File: src/rtl/mem_ctrl_pkg.sv
// mem_ctrl_pkg: shared types and constants for the memory controller.
// Holds the byte/address widths, the access-length encodings, the
// read/write direction, the client select and the controller state
// encodings. len_to_bytes() maps a length code to a byte count.
package mem_ctrl_pkg;

  localparam int unsigned ByteLen = 8;
  localparam int unsigned AddrLen = 32;

  localparam logic [1:0] LEN_B = 2'b00;
  localparam logic [1:0] LEN_H = 2'b01;
  localparam logic [1:0] LEN_W = 2'b10;

  typedef enum logic {
    Read  = 1'b0,
    Write = 1'b1
  } dir_e;

  typedef enum logic {
    WHO_IF  = 1'b0,
    WHO_MEM = 1'b1
  } who_e;

  typedef enum logic [1:0] {
    ST_IDLE = 2'd0,
    ST_BUSY = 2'd1,
    ST_DONE = 2'd2
  } state_e;

  // The 2'b11 code is treated as a word access.
  function automatic logic [2:0] len_to_bytes(input logic [1:0] len);
    case (len)
      LEN_B:   return 3'd1;
      LEN_H:   return 3'd2;
      default: return 3'd4;
    endcase
  endfunction

endpackage

File: src/rtl/mem_ctrl_if.sv
// mem_ctrl_if: RAM bus plus the IF and MEM client ports of mem_ctrl.
//   RAM:  mem_din (RAM -> ctrl), mem_dout, mem_a, mem_wr (ctrl -> RAM)
//   IF:   if_req_i, if_addr_i -> ctrl; if_done_o, if_data_o <- ctrl
//   MEM:  mem_req_i, mem_wr_i, mem_addr_i, mem_len_i, mem_wdata_i -> ctrl;
//         mem_done_o, mem_rdata_o <- ctrl
// slave is the controller view, master the pipeline/RAM view.
interface mem_ctrl_if
  import mem_ctrl_pkg::*;
#(
  parameter int unsigned ADDR_LEN = AddrLen
);

  logic [ByteLen-1:0]  mem_din;
  logic [ByteLen-1:0]  mem_dout;
  logic [ADDR_LEN-1:0] mem_a;
  logic                mem_wr;

  logic                if_req_i;
  logic [ADDR_LEN-1:0] if_addr_i;
  logic                if_done_o;
  logic [31:0]         if_data_o;

  logic                mem_req_i;
  logic                mem_wr_i;
  logic [ADDR_LEN-1:0] mem_addr_i;
  logic [1:0]          mem_len_i;
  logic [31:0]         mem_wdata_i;
  logic                mem_done_o;
  logic [31:0]         mem_rdata_o;

  modport slave (
    input  mem_din,
    output mem_dout, mem_a, mem_wr,
    input  if_req_i, if_addr_i,
    output if_done_o, if_data_o,
    input  mem_req_i, mem_wr_i, mem_addr_i, mem_len_i, mem_wdata_i,
    output mem_done_o, mem_rdata_o
  );

  modport master (
    output mem_din,
    input  mem_dout, mem_a, mem_wr,
    output if_req_i, if_addr_i,
    input  if_done_o, if_data_o,
    output mem_req_i, mem_wr_i, mem_addr_i, mem_len_i, mem_wdata_i,
    input  mem_done_o, mem_rdata_o
  );

endinterface

File: src/rtl/mem_ctrl_arb.sv
// mem_ctrl_arb: MEM-over-IF priority select with the accepted request
// latched on load.
//   sel_any/sel_dir/sel_addr/sel_byte0: combinational view of the winner,
//   used to issue the first byte on the accept edge.
//   who/dir/addr/nbytes/wdata: registered copy of the accepted request.
module mem_ctrl_arb
  import mem_ctrl_pkg::*;
#(
  parameter int unsigned ADDR_LEN = AddrLen
) (
  input  logic                clk_in,
  input  logic                rst_in,
  input  logic                load,
  input  logic                if_req_i,
  input  logic [ADDR_LEN-1:0] if_addr_i,
  input  logic                mem_req_i,
  input  logic                mem_wr_i,
  input  logic [ADDR_LEN-1:0] mem_addr_i,
  input  logic [1:0]          mem_len_i,
  input  logic [31:0]         mem_wdata_i,
  output logic                sel_any,
  output dir_e                sel_dir,
  output logic [ADDR_LEN-1:0] sel_addr,
  output logic [ByteLen-1:0]  sel_byte0,
  output who_e                who,
  output dir_e                dir,
  output logic [ADDR_LEN-1:0] addr,
  output logic [2:0]          nbytes,
  output logic [31:0]         wdata
);

  who_e        sel_who;
  logic [2:0]  sel_nbytes;
  logic [31:0] sel_wdata;

  always_comb begin
    sel_who    = WHO_IF;
    sel_dir    = Read;
    sel_addr   = if_addr_i;
    sel_nbytes = 3'd4;
    sel_wdata  = '0;
    if (mem_req_i) begin
      sel_who    = WHO_MEM;
      sel_dir    = mem_wr_i ? Write : Read;
      sel_addr   = mem_addr_i;
      sel_nbytes = len_to_bytes(mem_len_i);
      sel_wdata  = mem_wdata_i;
    end
  end

  assign sel_any   = if_req_i | mem_req_i;
  assign sel_byte0 = sel_wdata[ByteLen-1:0];

  always_ff @(posedge clk_in) begin
    if (rst_in) begin
      who    <= WHO_IF;
      dir    <= Read;
      addr   <= '0;
      nbytes <= '0;
      wdata  <= '0;
    end else if (load) begin
      who    <= sel_who;
      dir    <= sel_dir;
      addr   <= sel_addr;
      nbytes <= sel_nbytes;
      wdata  <= sel_wdata;
    end
  end

endmodule

File: src/rtl/mem_ctrl.sv
// mem_ctrl: serialises IF fetches and MEM loads/stores into little-endian
// byte transfers on a byte-wide RAM with one cycle of read latency.
//   clk_in  clock, rst_in synchronous active-high reset
//   rdy_in  0 freezes all state and forces mem_wr low
//   bus     mem_ctrl_if.slave: RAM port plus both client handshakes
// Read data is zero-extended; done/data outputs are registered pulses.
module mem_ctrl
  import mem_ctrl_pkg::*;
#(
  parameter int unsigned ADDR_LEN = AddrLen,
  parameter int unsigned RD_LAT   = 1
) (
  input  logic clk_in,
  input  logic rst_in,
  input  logic rdy_in,
  mem_ctrl_if.slave bus
);

  state_e state, state_d;

  // cnt counts enabled BUSY cycles from 1: during a read, bytes issue while
  // cnt < nbytes and byte (cnt-1-RD_LAT) is on mem_din for capture.
  logic [2:0]          cnt;
  logic [1:0]          lane;
  logic [31:0]         rbuf, cap_buf;
  logic [ADDR_LEN-1:0] mem_a_q;
  logic [ByteLen-1:0]  mem_dout_q;
  logic                mem_wr_q;
  logic                if_done_q, mem_done_q;
  logic [31:0]         if_data_q, mem_rdata_q;

  logic accept, issue, capture, finish;

  logic                sel_any;
  dir_e                sel_dir;
  logic [ADDR_LEN-1:0] sel_addr;
  logic [ByteLen-1:0]  sel_byte0;
  who_e                who;
  dir_e                dir;
  logic [ADDR_LEN-1:0] addr;
  logic [2:0]          nbytes;
  logic [31:0]         wdata;

  mem_ctrl_arb #(.ADDR_LEN(ADDR_LEN)) u_arb (
    .clk_in      (clk_in),
    .rst_in      (rst_in),
    .load        (accept & rdy_in),
    .if_req_i    (bus.if_req_i),
    .if_addr_i   (bus.if_addr_i),
    .mem_req_i   (bus.mem_req_i),
    .mem_wr_i    (bus.mem_wr_i),
    .mem_addr_i  (bus.mem_addr_i),
    .mem_len_i   (bus.mem_len_i),
    .mem_wdata_i (bus.mem_wdata_i),
    .sel_any     (sel_any),
    .sel_dir     (sel_dir),
    .sel_addr    (sel_addr),
    .sel_byte0   (sel_byte0),
    .who         (who),
    .dir         (dir),
    .addr        (addr),
    .nbytes      (nbytes),
    .wdata       (wdata)
  );

  assign lane = cnt[1:0] - 2'(RD_LAT) - 2'd1;

  always_comb begin
    cap_buf = rbuf;
    cap_buf[{lane, 3'b000} +: ByteLen] = bus.mem_din;
  end

  always_comb begin
    state_d = state;
    accept  = 1'b0;
    issue   = 1'b0;
    capture = 1'b0;
    finish  = 1'b0;
    unique case (state)
      ST_IDLE: begin
        if (sel_any) begin
          accept  = 1'b1;
          state_d = ST_BUSY;
        end
      end
      ST_BUSY: begin
        issue = cnt < nbytes;
        if (dir == Read) begin
          capture = cnt > 3'(RD_LAT);
          finish  = cnt == nbytes + 3'(RD_LAT);
        end else begin
          finish = !issue;
        end
        if (finish) state_d = ST_DONE;
      end
      ST_DONE: state_d = ST_IDLE;
      default: state_d = ST_IDLE;
    endcase
  end

  always_ff @(posedge clk_in) begin
    if (rst_in) begin
      state       <= ST_IDLE;
      cnt         <= '0;
      rbuf        <= '0;
      mem_a_q     <= '0;
      mem_dout_q  <= '0;
      mem_wr_q    <= 1'b0;
      if_done_q   <= 1'b0;
      mem_done_q  <= 1'b0;
      if_data_q   <= '0;
      mem_rdata_q <= '0;
    end else if (rdy_in) begin
      state      <= state_d;
      if_done_q  <= 1'b0;
      mem_done_q <= 1'b0;
      if (accept) begin
        cnt      <= 3'd1;
        rbuf     <= '0;
        mem_a_q  <= sel_addr;
        mem_wr_q <= (sel_dir == Write);
        if (sel_dir == Write) mem_dout_q <= sel_byte0;
      end
      if (state == ST_BUSY) cnt <= cnt + 3'd1;
      if (issue) begin
        mem_a_q <= addr + ADDR_LEN'(cnt);
        if (dir == Write) mem_dout_q <= wdata[{cnt[1:0], 3'b000} +: ByteLen];
      end
      if (capture) rbuf <= cap_buf;
      if (finish) begin
        mem_wr_q <= 1'b0;
        if (who == WHO_MEM) begin
          mem_done_q <= 1'b1;
          if (dir == Read) mem_rdata_q <= cap_buf;
        end else begin
          if_done_q <= 1'b1;
          if_data_q <= cap_buf;
        end
      end
    end
  end

  // While frozen mid-read, re-present the address of the byte still waiting
  // to be captured so the RAM has it on mem_din again when rdy_in returns.
  assign bus.mem_a = (!rdy_in && state == ST_BUSY && dir == Read && cnt > 3'(RD_LAT))
                     ? addr + ADDR_LEN'(lane) : mem_a_q;
  assign bus.mem_wr      = mem_wr_q & rdy_in;
  assign bus.mem_dout    = mem_dout_q;
  assign bus.if_done_o   = if_done_q;
  assign bus.if_data_o   = if_data_q;
  assign bus.mem_done_o  = mem_done_q;
  assign bus.mem_rdata_o = mem_rdata_q;

endmodule
File: src/flat_wrapper.sv
// flat-port wrapper written by rule: the top's interface ports become plain ports
module mem_ctrl_flat import mem_ctrl_pkg::*;
#(
  parameter int unsigned ADDR_LEN = AddrLen,
  parameter int unsigned RD_LAT   = 1
)
  (clk_in, rst_in, rdy_in, bus_mem_din, bus_mem_dout, bus_mem_a, bus_mem_wr, bus_if_req_i, bus_if_addr_i, bus_if_done_o, bus_if_data_o, bus_mem_req_i, bus_mem_wr_i, bus_mem_addr_i, bus_mem_len_i, bus_mem_wdata_i, bus_mem_done_o, bus_mem_rdata_o);
  mem_ctrl_if #(.ADDR_LEN(ADDR_LEN)) bus_i ();
  input  logic clk_in;
  input  logic rst_in;
  input  logic rdy_in;
  input wire logic [$bits(bus_i.mem_din)-1:0] bus_mem_din;
  output wire logic [$bits(bus_i.mem_dout)-1:0] bus_mem_dout;
  output wire logic [$bits(bus_i.mem_a)-1:0] bus_mem_a;
  output wire logic [$bits(bus_i.mem_wr)-1:0] bus_mem_wr;
  input wire logic [$bits(bus_i.if_req_i)-1:0] bus_if_req_i;
  input wire logic [$bits(bus_i.if_addr_i)-1:0] bus_if_addr_i;
  output wire logic [$bits(bus_i.if_done_o)-1:0] bus_if_done_o;
  output wire logic [$bits(bus_i.if_data_o)-1:0] bus_if_data_o;
  input wire logic [$bits(bus_i.mem_req_i)-1:0] bus_mem_req_i;
  input wire logic [$bits(bus_i.mem_wr_i)-1:0] bus_mem_wr_i;
  input wire logic [$bits(bus_i.mem_addr_i)-1:0] bus_mem_addr_i;
  input wire logic [$bits(bus_i.mem_len_i)-1:0] bus_mem_len_i;
  input wire logic [$bits(bus_i.mem_wdata_i)-1:0] bus_mem_wdata_i;
  output wire logic [$bits(bus_i.mem_done_o)-1:0] bus_mem_done_o;
  output wire logic [$bits(bus_i.mem_rdata_o)-1:0] bus_mem_rdata_o;
  assign bus_i.mem_din = bus_mem_din;
  assign bus_mem_dout = bus_i.mem_dout;
  assign bus_mem_a = bus_i.mem_a;
  assign bus_mem_wr = bus_i.mem_wr;
  assign bus_i.if_req_i = bus_if_req_i;
  assign bus_i.if_addr_i = bus_if_addr_i;
  assign bus_if_done_o = bus_i.if_done_o;
  assign bus_if_data_o = bus_i.if_data_o;
  assign bus_i.mem_req_i = bus_mem_req_i;
  assign bus_i.mem_wr_i = bus_mem_wr_i;
  assign bus_i.mem_addr_i = bus_mem_addr_i;
  assign bus_i.mem_len_i = bus_mem_len_i;
  assign bus_i.mem_wdata_i = bus_mem_wdata_i;
  assign bus_mem_done_o = bus_i.mem_done_o;
  assign bus_mem_rdata_o = bus_i.mem_rdata_o;
  mem_ctrl #(.ADDR_LEN(ADDR_LEN), .RD_LAT(RD_LAT)) u_core (.clk_in(clk_in), .rst_in(rst_in), .rdy_in(rdy_in), .bus(bus_i));
endmodule
File: config.mk
export PLATFORM = sky130hd
export DESIGN_NAME = mem_ctrl_flat
export DESIGN_NICKNAME = d
export VERILOG_FILES = /design/src/rtl/mem_ctrl_pkg.sv /design/src/rtl/mem_ctrl_if.sv /design/src/rtl/mem_ctrl_arb.sv /design/src/rtl/mem_ctrl.sv /design/src/flat_wrapper.sv
export SDC_FILE = /design/constraint.sdc
export NUM_CORES = 1
export LEC_CHECK = 0
export CORE_MARGIN = 2
export CORE_UTILIZATION = 48
export CTS_BUF_LIST = sky130_fd_sc_hd__clkbuf_4 sky130_fd_sc_hd__clkbuf_8 sky130_fd_sc_hd__clkbuf_16
export DETAILED_ROUTE_END_ITERATION = 10
export MAX_ROUTING_LAYER = met4
export PLACE_DENSITY = 0.76
export RECOVER_POWER = 50
export SYNTH_ARGS = -nofsm -noshare
export SYNTH_HDL_FRONTEND = slang
export SYNTH_SLANG_ARGS = --single-unit
File: constraint.sdc
create_clock -name clk_in -period 3.7 [get_ports clk_in]
set_input_delay 0.37 -clock clk_in [delete_from_list [all_inputs] [get_ports clk_in]]
set_output_delay 0.37 -clock clk_in [all_outputs]
set_load 0.05 [all_outputs]
### Word-level counts from Yosys, hierarchy flattened

Index checks and enable logic that the tools add are counted.

| operators by class | value |
|---|---|
| bitwise operators | 5 |
| eq/ne operators | 5 |
| $lt $le $gt $ge | 2 |
| mux-type cells | 36 |
| add/subtract/negate cells | 7 |
| shift-type cells | 3 |
| reductions and logical operators | 18 |

Operators with widths:

| cell | count |
|---|---|
| 2-to-1 mux 32 bit | 7 |
| adder 32 x 2 -> 32 bit | 1 |
| adder 32 x 3 -> 32 bit | 1 |
| bitwise mux 32 bit | 1 |
| 2-to-1 mux 8 bit | 4 |
| variable shift 8 x 7 -> 32 bit, first input constant | 1 |
| variable part select 32 x 6 -> 8 bit | 1 |
| variable part select 8 x 7 -> 32 bit | 1 |
| 2-to-1 mux 1 bit | 17 |
| 2-to-1 mux 3 bit | 3 |
| AND reduction 2 bit | 4 |
| nonzero test 2 bit | 4 |
| negation 5 -> 7 bit | 1 |
| adder 3 x 1 -> 3 bit, second input constant | 2 |
| one-hot mux 3 bit (2 select lines) | 1 |
| AND reduction 3 bit | 2 |
| equality test 2 x 1 -> 1 bit, second input constant | 2 |
| zero test 2 bit | 2 |
| 2-to-1 mux 2 bit | 2 |
| inequality test 2 x 1 -> 1 bit, second input constant | 2 |
| one-hot mux 2 bit (2 select lines) | 1 |
| AND reduction 4 bit | 1 |
| subtractor 2 x 1 -> 2 bit, second input constant | 2 |
| equality test 3 bit | 1 |
| other kinds (7) | 12 |

| storage, ports and cells | value |
|---|---|
| logic and storage cells | 91 |
| bits in registers | 213 |

### Logic depth before layout (Yosys ltp)

| logic depth | value |
|---|---|
| depth after elaboration | 7 |
| depth in mapped cells | 11 |

### Hierarchy

From an unflattened synthesis, not the netlist that was laid out.

| second synthesis, totals | value |
|---|---|
| cell total of the unflattened synthesis | 1,323 |
| area total of the unflattened synthesis | 11,337.1 um^2 |

Modules (own cells, without submodules):

| module | times used | area each (um^2) | cells each |
|---|---|---|---|
| mem_ctrl | 1 | 7,976.4 | 998 |
| mem_ctrl_arb | 1 | 3,360.7 | 325 |

### Worst setup path after synthesis

No wires, ideal clock.

| timing | value |
|---|---|
| path kind | register -> output |
| from | reg u_core.cnt[1] |
| to | out bus_mem_a[31] |
| data arrival time | 3.162 ns |
| slack | 0.168 ns |
| buffers on the path | 2 |
| stages on the path, launching flop included | 10 |
| cell sequence | dfxtp_1 > buf_1 > inv_1 > ha_1 > o21ba_2 > o21ai_0 > nor3_2 > clkbuf_1 > nor2_1 > a31oi_1 |

| between the ends | value |
|---|---|
| cells in the longest elaborated chain, start to end | 4 |
| elaborated cells on any way between the ends | 6 |

Ends and longest elaborated chain:

| what | RTL line | text |
|---|---|---|
| start, declared | mem_ctrl.sv:23 | `logic [2:0] cnt;` |
| start signal, assigned | mem_ctrl.sv:124 | `if (state == ST_BUSY) cnt <= cnt + 3'd1;` |
| subtractor 2 x 1 -> 2 bit (2 in a row) | mem_ctrl.sv:66 | `assign lane = cnt[1:0] - 2'(RD_LAT) - 2'd1;` |
| adder 32 x 2 -> 32 bit | mem_ctrl.sv:146 | `? addr + ADDR_LEN'(lane) : mem_a_q;` |
| 2-to-1 mux 32 bit * | mem_ctrl.sv:146 |  |
| end, declared | flat_wrapper.sv:14 | `output wire logic [$bits(bus_i.mem_a)-1:0] bus_mem_a;` |

Mark *: on every way between the ends. The rest lies on a longest branch, timed or not.

### Worst setup path after layout

| timing | value |
|---|---|
| from | reg u_core.u_arb.addr[3] |
| to | out bus_mem_a[31] |

| between the ends | value |
|---|---|
| cells in the longest elaborated chain, start to end | 2 |

Ends and longest elaborated chain:

| what | RTL line | text |
|---|---|---|
| start, declared | mem_ctrl_arb.sv:27 | `output logic [ADDR_LEN-1:0] addr,` |
| start signal, assigned | mem_ctrl_arb.sv:64 | `addr <= sel_addr;` |
| adder 32 x 2 -> 32 bit | mem_ctrl.sv:146 |  |
| 2-to-1 mux 32 bit | mem_ctrl.sv:146 |  |

No other way between the ends.

==> PnR_summary.wiki <==
{| class="wikitable"
! Metric !! Value
|-
| Summed negative setup slack over all endpoints || 0 ns
|-
| Area of the die || 23000 µm²
|-
| Worst path most repeated cell || sky130_fd_sc_hd__and4_1
|-
| Most common cell after layout, fill and taps aside || sky130_fd_sc_hd__nor2_1
|-
| Detailed-routing iteration count for the pre-antenna-repair pass || 5
|-
| Final period demand of the worst path || 3.53 ns
|-
| RSZ-0062 raised after global routing || no
|-
| Post-synthesis cell type count || 72
|-
| Via-per-instance ratio || 5.83
|-
| Class of the worst hold path || in2reg
|-
| Number of buffers inserted by post-CTS setup repair || 0
|-
| Pleak || 5.15 nW
|-
| Chip width || 152 µm
|-
| Top achievable clock speed || 283 MHz
|-
| Clock-pin slew on the worst setup and hold paths || 0.06 ns
|-
| Number of sinks driven by the clock tree || 213
|-
| Arrival time at the worst endpoint || 3.16 ns
|-
| Share of post-route cells with drive strength above 1 || 0.0930
|-
| Net count reported at finish || 1532
|-
| Pin count of the biggest net entering global routing || 91
|-
| Required time at the worst-slack endpoint || 3.33 ns
|-
| GRT met1 Usage || 0.359
|-
| Synthesized area per cell || 8.42 µm²
|-
| Leading register cell type out of synthesis || sky130_fd_sc_hd__dfxtp_1
|-
| Area added between synthesis and finish || 32.3%
|-
| Total overflow reported by the global router || 0
|-
| Final hold violations || 0
|-
| Met3 capacity usage during global routing || 0.0551
|-
| Global-route wire length before repair || 48.5 mm
|-
| Power Dens Cells || 442 nW/µm²
|-
| IO buf count || 218
|-
| Routed length per placed instance || 18.4 µm
|-
| Final HPWL DP || 22.1 mm
|-
| Residual antenna-violating net count after detailed routing || 0
|-
| Proportion of synthesized chip area in sequential cells || 0.408
|-
| Initial antenna violation count || 0
|-
| Run status || finished, violations left
|-
| Post-route DRC || 0
|-
| Number of top-level pins || 219
|-
| Synth Instances || 1241
|-
| Standard cell core area || 21200 µm²
|-
| Total clock buffers created by CTS || 23
|-
| Starting density of the core || 0.493
|-
| IR drop worst, VDD || 0.342 mV
|-
| Met2 Usage GRT || 0.425
|-
| Worst-path fanout max || 10
|-
| Top library cells by usage in the layout, fill and taps aside || sky130_fd_sc_hd__nor2_1, sky130_fd_sc_hd__dfxtp_1, sky130_fd_sc_hd__clkdlybuf4s50_1
|-
| Worst clock skew || 0.0192 ns
|-
| Worst-path cell chain || and4_1 -> and4_1 -> nand2_1 -> or3_1 -> a31oi_1 -> buf_12
|-
| Count of vias placed by the detailed router || 9887
|-
| Max stage delay on crit path || 0.53 ns
|-
| DR iter-0 viols || 760
|-
| Most used routing layer in global routing || met2
|-
| Count of synthesis-stage warnings from yosys || 0
|-
| Final worst path period share || 0.954
|-
| Type of the worst setup path || reg2out
|-
| Final RePlAce weighted congestion || 0.983
|-
| Root Driver || sky130_fd_sc_hd__clkbuf_16
|-
| Cell with the largest stage delay on the worst path || sky130_fd_sc_hd__dfxtp_1
|-
| Cts hold-fix bufs || 0
|-
| Count of standard-cell rows || 53
|-
| Clock tree from TritonCTS || yes
|-
| Final core utilization || 0.652
|-
| Fin. max-slew vios || 21
|-
| Max_cap viols || 1
|-
| Failing checks || max-capacitance violations, max-slew violations
|-
| Total wire length after detailed routing || 31.1 mm
|-
| Rel. slew slack || -0.829
|-
| Filler cell count in the final layout || 1809
|-
| Total standard cell area after synthesis || 10500 µm²
|-
| Number of levels the H-tree was split into || 1
|-
| Total of cells resized after clock tree synthesis || 0
|-
| Count of final setup violators || 0
|-
| Startpoint kind of the worst setup timing path || register
|-
| Total power after layout || 6.12 mW
|-
| Die extent in y || 152 µm
|-
| Ys async rst share || 0
|-
| Skew-Pair Late Insertion Delay || 0.52 ns
|-
| Number of synthesized register bits || 213
|-
| GRT Util Overall || 0.271
|-
| Vias in the first global route || 9370
|-
| Maximum number of buffers from clock root to sink || 3
|-
| Ant. Diodes || 0
|-
| Worst slew pin tran || 2.71 ns
|-
| Worst Setup End Kind || output port
|-
| Post-synth EDFFs || 0
|-
| Synth Net Count || 1370
|}
==> through the flow <==
| step | hold slack, ns | instance area (µm²) | setup WS, ns | instances |
|---|---|---|---|---|
| floorplan | 0.429 | 10500 | 0.168 | 1241 |
| global placement | 0.439 | 13100 | 0.746 | 1653 |
| detailed placement | 0.449 | 13100 | 0.701 | 1653 |
| CTS | 0.150 | 13900 | 0.167 | 1695 |
| global route | 0.166 | 13800 | 0.0239 | 1695 |
| finish | 0.158 | 13800 | 0.171 | 1695 |
==> cell usage after synthesis, types with 6 or more instances <==
library cell,number,area [µm²]
sky130_fd_sc_hd__a211oi_1,94,706
sky130_fd_sc_hd__a21oi_1,98,490
sky130_fd_sc_hd__a22o_1,35,307
sky130_fd_sc_hd__a31oi_1,37,231
sky130_fd_sc_hd__and4_1,7,61.3
sky130_fd_sc_hd__buf_2,29,145
sky130_fd_sc_hd__buf_4,8,60.1
sky130_fd_sc_hd__clkbuf_1,72,270
sky130_fd_sc_hd__dfxtp_1,213,4260
sky130_fd_sc_hd__ha_1,15,188
sky130_fd_sc_hd__inv_1,13,48.8
sky130_fd_sc_hd__mux2i_1,26,260
sky130_fd_sc_hd__mux4_2,8,180
sky130_fd_sc_hd__nand2_1,57,214
sky130_fd_sc_hd__nand3_1,16,80.1
sky130_fd_sc_hd__nand4_1,20,125
sky130_fd_sc_hd__nor2_1,230,863
sky130_fd_sc_hd__nor2b_1,39,244
sky130_fd_sc_hd__nor3_1,23,115
sky130_fd_sc_hd__nor4_1,11,68.8
sky130_fd_sc_hd__o211ai_1,9,67.6
sky130_fd_sc_hd__o21ai_0,21,105
sky130_fd_sc_hd__o22ai_1,14,87.6
sky130_fd_sc_hd__o31ai_1,9,67.6
sky130_fd_sc_hd__or3_1,6,37.5
sky130_fd_sc_hd__xnor2_1,28,245
sky130_fd_sc_hd__xor2_1,25,219
==> area by class of cell <==
cell class | count | area [µm²] | share of cell area
clock buffer | 32 | 674 | 0.0487
clock inverter | 10 | 118 | 0.00850
inverter | 13 | 48.8 | 0.00353
multi-input combinational | 903 | 5680 | 0.411
sequential | 213 | 4260 | 0.308
tap | 275 | 344 | 0.0249
timing repair buffer | 249 | 2700 | 0.195
==> cells by family after synthesis <==
family                   share of synthesized area
buffers and inverters                       0.0512
adder cells (fa/ha/maj)                     0.0218
flip-flops                                   0.408
AO/OA/AOI/OAI                                0.226
multiplexers                                0.0443
AND/OR/NAND/NOR                              0.202
XOR/XNOR                                    0.0466
==> worst max-delay path, delay by kind of cell (launching register included) <==
kind | cells | cell delay (ns)
AOI/OAI and AO/OA | 1 | 0.41
buffers and inverters | 1 | 0.20
DFF | 1 | 0.53
and+or+nand+nor | 4 | 1.52
==> final timing paths <==
| path | startpoint | end | slack, ns | depth (start not counted) |
|---|---|---|---|---|
| setup / recovery | u_core.u_arb.addr[3] | bus_mem_a[31] | 0.17 | 6 |
| hold / removal | rst_in | u_core.mem_a_q[30] | 0.16 | 2 |
| hold reg to reg | u_core.mem_a_q[0] | u_core.mem_a_q[0] | 0.45 | 2 |
| setup reg to reg | u_core.state[0] | u_core.mem_a_q[31] | 0.70 | 5 |
==> power breakdown <==
group	internal, mW	switching [mW]	total [mW]
Clock	1.42	0.960	2.38
Combinational	0.518	0.690	1.21
Sequential	2.41	0.119	2.53
==> metal layers <==
metal,vias up,share of wire
li1,4810,-
met1,4623,0.44
met2,390,0.45
met3,64,0.082
met4,0,0.026
met5,-,0
==> sequential cells by signal, indices dropped and copies added, names as in the netlist <==
register	cells
u_core.u_arb.who	1
u_core.bus.mem_dout	8
u_core.rbuf	32
u_core.u_arb.wdata	32
u_core.mem_a_q	32
u_core.u_arb.addr	32
u_core.u_arb.dir	1
u_core.bus.if_data_o	32
u_core.cnt	3
u_core.bus.if_done_o	1
u_core.mem_wr_q	1
u_core.state	2
u_core.bus.mem_rdata_o	32
u_core.u_arb.nbytes	3
u_core.bus.mem_done_o	1
No activity file was read; power rests on OpenSTA's default activity.
